===== config.mk =====
export PLATFORM = sky130hd
export DESIGN_NAME = mem_arbiter
export DESIGN_NICKNAME = d
export VERILOG_FILES = /design/src/rtl/mem_arbiter.sv
export SDC_FILE = /design/constraint.sdc
export NUM_CORES = 1
export LEC_CHECK = 0
export ABC_AREA = 0
export BUFFER_PORTS_ARGS = -buffer_cell sky130_fd_sc_hd__buf_2
export CAP_MARGIN = 10
export CELL_PAD_IN_SITES_DETAIL_PLACEMENT = 1
export CELL_PAD_IN_SITES_GLOBAL_PLACEMENT = 2
export CORE_ASPECT_RATIO = 0.6
export CORE_MARGIN = 5
export CORE_UTILIZATION = 13
export CTS_CLUSTER_SIZE = 28
export DETAILED_ROUTE_END_ITERATION = 8
export GPL_TIMING_DRIVEN = 0
export MAX_ROUTING_LAYER = met4
export PLACE_DENSITY = 0.82
export SLEW_MARGIN = 20
export SYNTH_ARGS = -nofsm -noshare
export SYNTH_HDL_FRONTEND = slang
export SYNTH_SLANG_ARGS = --single-unit

===== constraint.sdc =====
create_clock -name CLK -period 3 [get_ports CLK]
set_clock_uncertainty 0.2 [all_clocks]
set_input_delay 0 -clock CLK [delete_from_list [all_inputs] [get_ports CLK]]
set_output_delay 0 -clock CLK [all_outputs]
set_load 0.01 [all_outputs]

===== src/rtl/mem_arbiter.sv =====
// mem_arbiter
// Single-port RAM arbiter between instruction fetch (imem) and load/store
// (dmem). dmem wins ties, but after MAX_DSTREAK back-to-back dmem grants
// with an imem request pending, one imem grant is forced. A per-grant
// watchdog aborts transactions the RAM never acknowledges.
//
// Ports:
//   CLK, nRST            clock (rising edge), synchronous active-high reset
//   iREN, iaddr          instruction read request / word address
//   iload, iwait         instruction read data / 1 while not complete
//   dREN, dWEN           data read / write request (never both high)
//   daddr, dstore        data address / write value
//   dload, dwait         data read value / 1 while not complete
//   ramREN, ramWEN       RAM read / write enable
//   ramaddr, ramstore    RAM address / write data
//   ramload, ramstate    RAM read data / status (FREE, BUSY, ACCESS, ERROR)
//   arb_err              sticky flag: a transaction timed out or saw ERROR
module mem_arbiter #(
  parameter int MAX_DSTREAK = 4,
  parameter int TIMEOUT     = 255
) (
  input  logic        CLK,
  input  logic        nRST,
  input  logic        iREN,
  input  logic [31:0] iaddr,
  output logic [31:0] iload,
  output logic        iwait,
  input  logic        dREN,
  input  logic        dWEN,
  input  logic [31:0] daddr,
  input  logic [31:0] dstore,
  output logic [31:0] dload,
  output logic        dwait,
  output logic        ramREN,
  output logic        ramWEN,
  output logic [31:0] ramaddr,
  output logic [31:0] ramstore,
  input  logic [31:0] ramload,
  input  logic [1:0]  ramstate,
  output logic        arb_err
);

  localparam int TW = ($clog2(TIMEOUT + 1) > 8) ? $clog2(TIMEOUT + 1) : 8;
  localparam int SW = $clog2(MAX_DSTREAK + 1);

  localparam logic [1:0] RAM_ACCESS = 2'd2;
  localparam logic [1:0] RAM_ERROR  = 2'd3;

  typedef enum logic [1:0] {
    IDLE   = 2'd0,
    DGRANT = 2'd1,
    IGRANT = 2'd2
  } state_t;

  state_t        state;
  state_t        next_state;
  logic [TW-1:0] tcnt;
  logic [SW-1:0] dstreak;

  logic dreq;
  logic access;
  logic finish;
  logic granted_req;
  logic complete;
  logic fault;

  assign dreq   = dREN | dWEN;
  assign access = (ramstate == RAM_ACCESS);
  // Anything that ends a live grant: acknowledge, RAM error or watchdog.
  assign finish = access || (ramstate == RAM_ERROR) || (tcnt == TW'(TIMEOUT));

  // Next state and all outputs. Non-granted waits simply mirror their
  // request, so they never depend on ramstate.
  always_comb begin
    next_state  = state;
    ramREN      = 1'b0;
    ramWEN      = 1'b0;
    ramaddr     = 32'd0;
    ramstore    = 32'd0;
    iload       = 32'd0;
    dload       = 32'd0;
    iwait       = iREN;
    dwait       = dreq;
    granted_req = 1'b0;

    case (state)
      IDLE: begin
        if (dreq && ((dstreak < SW'(MAX_DSTREAK)) || !iREN)) begin
          next_state = DGRANT;
        end else if (iREN) begin
          next_state = IGRANT;
        end
      end
      DGRANT: begin
        granted_req = dreq;
        ramREN      = dREN;
        ramWEN      = dWEN;
        ramaddr     = daddr;
        ramstore    = dstore;
        dload       = ramload;
        // A dropped request aborts silently: wait stays high, no pulse.
        dwait       = !(dreq && finish);
        if (!dreq || finish) begin
          next_state = IDLE;
        end
      end
      IGRANT: begin
        granted_req = iREN;
        ramREN      = iREN;
        ramaddr     = iaddr;
        iload       = ramload;
        iwait       = !(iREN && finish);
        if (!iREN || finish) begin
          next_state = IDLE;
        end
      end
      default: next_state = IDLE;
    endcase
  end

  // An acknowledge takes precedence over a coincident watchdog expiry.
  assign complete = granted_req && access;
  assign fault    = granted_req && !access && finish;

  // State register, watchdog counter, starvation streak and error flag.
  // tcnt is cleared while idle, which covers every entry into a grant.
  always_ff @(posedge CLK) begin
    if (nRST) begin
      state   <= IDLE;
      tcnt    <= '0;
      dstreak <= '0;
      arb_err <= 1'b0;
    end else begin
      state <= next_state;

      if (state == IDLE) begin
        tcnt <= '0;
      end else if (!access) begin
        tcnt <= tcnt + TW'(1);
      end

      if (fault) begin
        arb_err <= 1'b1;
      end

      if ((state == DGRANT) && complete && iREN) begin
        if (dstreak != SW'(MAX_DSTREAK)) begin
          dstreak <= dstreak + SW'(1);
        end
      end else if ((state == IGRANT) && complete) begin
        dstreak <= '0;
      end else if ((state == IDLE) && !iREN) begin
        dstreak <= '0;
      end
    end
  end

endmodule


### Word-level counts from Yosys, hierarchy flattened

Index checks and enable logic that the tools add are counted.
W data, S select, Z words.

* equal/unequal tests: 10
* muxes and demuxes: 18
* add/subtract/negate cells: 2
* order comparisons: 1
* bitwise operators: 1
* reductions and logical operators: 25

Operators by type and width (count)
* $mux W32: 3
* $pmux W32 S2: 1
* $mux W3: 4
* $logic_and A1 B1 Y1: 10
* $add A8 B1 Y8 const B: 1
* $eq A8 B8 Y1 const B: 1
* $mux W2: 4
* $eq A2 B2 Y1 const B: 3
* $ne A3 B3 Y1 const B: 2
* $pmux W2 S3: 1
* $logic_not A1 Y1: 5
* $logic_or A1 B1 Y1: 5
* $ne A2 B2 Y1 const B: 2
* $pmux W1 S2: 2
* $add A3 B1 Y3 const B: 1
* $lt A3 B3 Y1 const B: 1
* $mux W1: 3
* $reduce_and A3 Y1: 1
* $reduce_bool A3 Y1: 1
* $eq A2 B1 Y1 const B: 1
* $logic_not A2 Y1: 1
* $ne A2 B1 Y1 const B: 1
* $reduce_and A2 Y1: 1
* $reduce_or A2 Y1: 1
* $or A1 B1 Y1: 1

* flip-flop bits (word level): 14
* word-level logic and storage cells: 61
* output and inout port bits: 133
* input bits: 135

### Depth between registers and ports, before layout

* word-level depth: 7
* mapped depth: 7
* gate-level depth less buffers: 6

### Worst setup path before layout

No wires, ideal clock.

* path type: flip-flop to flip-flop
* start: reg state[1]
* end: reg dstreak[0]
* path slack: 1292 ps
* arrival: 1417 ps
* buffers on the path: 0
* period minus slack after synthesis: 1708 ps
* library setup time: 91 ps
* cell stages (with the launch flop): 7
* required time: 2709 ps
* path through: dfxtp_1 -> inv_1 -> ha_1 -> o21ai_2 -> a2111oi_4 -> nand3_1 -> a311oi_1

* longest elaborated chain between the ends: 7
* elaborated cells on any way between the ends: 14
* those cells by class: 3 x eq/ne; 3 x mux; 8 x reduce/logical

Ends and longest elaborated chain
* start, declared: line 55 `state_t state;`
* start signal, assigned: line 134 `state <= next_state;`
* $eq A2 B2 Y1 / $eq A2 B1 Y1 (equally long branches): line 86, 150, 146
* $pmux W1 S2: line 86 `case (state)`
* $logic_and A1 B1 Y1: line 122 `assign complete = granted_req && access;`
* $logic_and A1 B1 Y1 (2 in a row): line 146 `if ((state == DGRANT) && complete && iREN) begin`
* $ne A2 B1 Y1 (no line) / $reduce_bool A3 Y1 (equally long branches)
* $reduce_and A2 Y1 (no line)
* end signal, assigned: line 148 `dstreak <= dstreak + SW'(1);`
* end, declared: line 58 `logic [SW-1:0] dstreak;`

Several ways; a longest one is shown, not always the timed one.
A chain may end at the register's enable or synchronous reset.

### Worst setup path after layout

* start: reg state[1]
* end: out ramaddr[22]

* longest elaborated chain between the ends: 2
* elaborated cells on any way between the ends: 3
* those cells by class: 2 x eq/ne; 1 x mux

Ends and longest elaborated chain
* $eq A2 B2 Y1 / $eq A2 B1 Y1 (equally long branches): line 86
* $pmux W32 S2 *: line 86
* end, declared: line 36 `output logic [31:0] ramaddr,`

Mark *: on every way between the ends. The rest lies on a longest branch, timed or not.

==> run metrics <==
status completed; Comb pwr share 51.8%; post-synth top area share 32.2%; drt pass-1 iters 4; CTS tree done; Synth area leaders and2_1, dfxtp_1, a22oi_1, nor2_1, ha_1; fin nets 699; CTS Buf Count 3; layout cells sized above 1 49.9%; Setup-failing EPs final 0; Final ANT Viol Nets 0; WL final 12800 µm; routed via count 3093; initial antenna violation count 1; Reg2Reg Depth 6; internal power 0.612 mW; Yosys cell types 38; sequential cell area fraction in the yosys report 14.7%; Tmin final 2.69 ns; top cell type by total area after synthesis and2_1; total power 0.989 mW; CP Max Fanout 10; Die Y 104 µm; Crit path required time 2.80 ns; Place WS 0.489 ns; detailed placement HPWL 11300 µm; DR WL/cell 16.9 µm; Yosys warnings 0; Worst Hold Class primary input to flop; WS Path Type flop to primary output; Overflow after GRT 0; period utilisation layout 89.8%; Core Footprint 14400 µm²; RSZ-0062 raised after global routing no; Clk Latency, worst-skew pair 0.24 ns; leakage power 1.97 nW; most common cell in the netlist and2_1; first-pass GRT wire length 19500 µm; most frequent cell on the critical path buf_2; MaxCap Viol Count 0; Worst Path Buf+Inv 5; Sum Neg Setup Slack 0 ns; final hold violation count 0; peak supply drop 149 µV; net switching power 0.377 mW; Async S/R FF share, synth 0%; Max Slew Vio Count 0; family with the most delay on the worst path buffers and inverters; register-to-register setup slack 0.73 ns; Clock transition at path regs 0.05 ns; Syn Inst Count 285; Clk pwr share 28.6%; worst hold path depth 4; io pins 268; GP Congestion 0.816; WHS Endpoint tcnt[1]$_SDFFE_PP0P_; M1 GR Usage 17.9%; M2 GR Usage 24.6%; net count after synthesis 426; Iter 0 DRT Violations 130; Max Fclk 0.371 GHz; Post-synth top cells and2_1, nor2_1, a22oi_1; Die ar. 17200 µm²; Post-CTS Resized 0; Seq pwr share 19.6%; P per Cell Area 275 nW/µm²; post-CTS setup buffers 0; Area Growth Syn to Fin 88.8%; placement row count 34; vias in the first global route 3426; root buffer cell clkbuf_16; Cell Area, Synth 1900 µm²; switching share of total power 38.1%; Slew headroom 55.8%; width of the die 166 µm; post-route setup slack 0.305 ns; CP Cell Sequence inv_1, ha_1, clkbuf_1, buf_2, buf_2, a22oi_1, nor2_1, buf_2; Sinks on Clock Net 14; GRT met3 Usage 2.21%; r2r endpoint dstreak[2]$_SDFFE_PP0P_; Worst R2R Start state[1]$_SDFFE_PP0P_; Initial Util 13.2%; global routing's busiest layer met2; Seq cells post-synth 14; gr usage total 14.1%; Vias per Instance 4.09; I/O Buffers 266; largest net degree at the start of global routing 11; Critical Path Max Stage Delay 0.54 ns; Worst EP arrival 2.49 ns; # DRC 0; EDFF count, synth 0; clk buf depth 2; hold path start ramstate[0]; startpoint type of the worst setup path flop; Slowest-stage cell, CP clkbuf_1; H-tree Lvls 1; worst slew pin tran 0.662 ns; crit end category primary output; ys flop type dfxtp_1; Synth Area per Inst 6.68 µm²
==> state kept, by name, summed over array words and instances, names as in the netlist <==
signal	flops
tcnt	8
dstreak	3
state	2
arb_err	1
==> final cells by class <==
type	instances	area, µm²
clock buffer	4	88.8
timing repair buffer	268	1350
antenna	1	2.50
tap	198	248
multi-input combinational	241	1500
inverter	6	22.5
sequential	14	280
buffer	24	103
fill	1889	10800
==> cells in the final DEF, fill, tap and decap left out, types with 2 or more instances in the layout <==
cell type and instances:
nand4_1 4, dfxtp_1 14, nand2b_1 2, clkbuf_16 3, nand3_1 4, nor3_1 3, ha_1 6, clkbuf_1 19
buf_2 270, inv_1 6, nand2_1 10, xor2_1 3, and2_1 98, dlygate4sd3_1 2, xnor2_1 3, nor2_1 41
a21oi_1 10, nand3b_1 2, a31oi_1 2, o21ai_1 3, a22oi_1 32
==> worst reg2reg max path: stages, from the launching register on <==
cell and delay [ns]:
dfxtp_1 0.33, inv_1 0.09, ha_1 0.25, clkbuf_1 0.54, a21oi_1 0.22, nand4b_1 0.24, a221oi_1 0.29
==> cells by family after synthesis <==
group           count (synthesis)  share of synthesized area, %
buf+inv                        30                          6.57
flops                          14                          14.7
simple gates                  170                          49.1
compound gates                 59                          22.9
fa+ha+maj                       6                          3.94
xor+xnor                        6                          2.76
==> through the flow <==
stage          cell area, µm²  hold WS, ns  std cells  util, %
2_1_floorplan            1900       -0.131        285        -
3_3_place_gp             3480       0.0776        749     24.2
3_5_place_dp             3480       0.0833        749     24.2
4_1_cts                  3590       0.0137        755     24.9
5_1_grt                  3590       0.0633        756     24.9
6_report                 3590       0.0159        756     24.9
==> what timing repair did <==
action	4_1_cts	5_1_grt
hold buffers	2	0
hold endpoints to repair	5	0
setup endpoints to repair	0	0
==> per-layer routing <==
metal	routed length, µm	up-vias
met4	34	0
met2	6160	138
li1	-	1507
met3	662	4
met5	0	-
met1	5950	1444
==> how the worst max path moves through the flow <==
stage / start / end / slack [ns] / depth (start not counted)
6_report: state[1]$_SDFFE_PP0P_ / ramaddr[22] / 0.31 / 8
5_1_grt: state[0]$_SDFFE_PP0P_ / ramaddr[3] / 0.04 / 7
4_1_cts: state[0]$_SDFFE_PP0P_ / ramaddr[14] / 0.20 / 7
3_5_place_dp: state[0]$_SDFFE_PP0P_ / ramaddr[14] / 0.49 / 7
3_3_place_gp: state[0]$_SDFFE_PP0P_ / ramaddr[22] / 0.48 / 7
2_1_floorplan: state[1]$_SDFFE_PP0P_ / dstreak[0]$_SDFFE_PP0P_ / 1.29 / 6
==> power groups by stage <==
stage | clock network [mW] | registers [mW] | logic (mW)
2_1_floorplan | 0 | 0.197 | 0.247
3_3_place_gp | 0 | 0.197 | 0.504
3_5_place_dp | 0 | 0.198 | 0.516
4_1_cts | 0.287 | 0.194 | 0.522
5_1_grt | 0.304 | 0.194 | 0.564
6_report | 0.283 | 0.194 | 0.512
(Power assumes the default switching activity.)
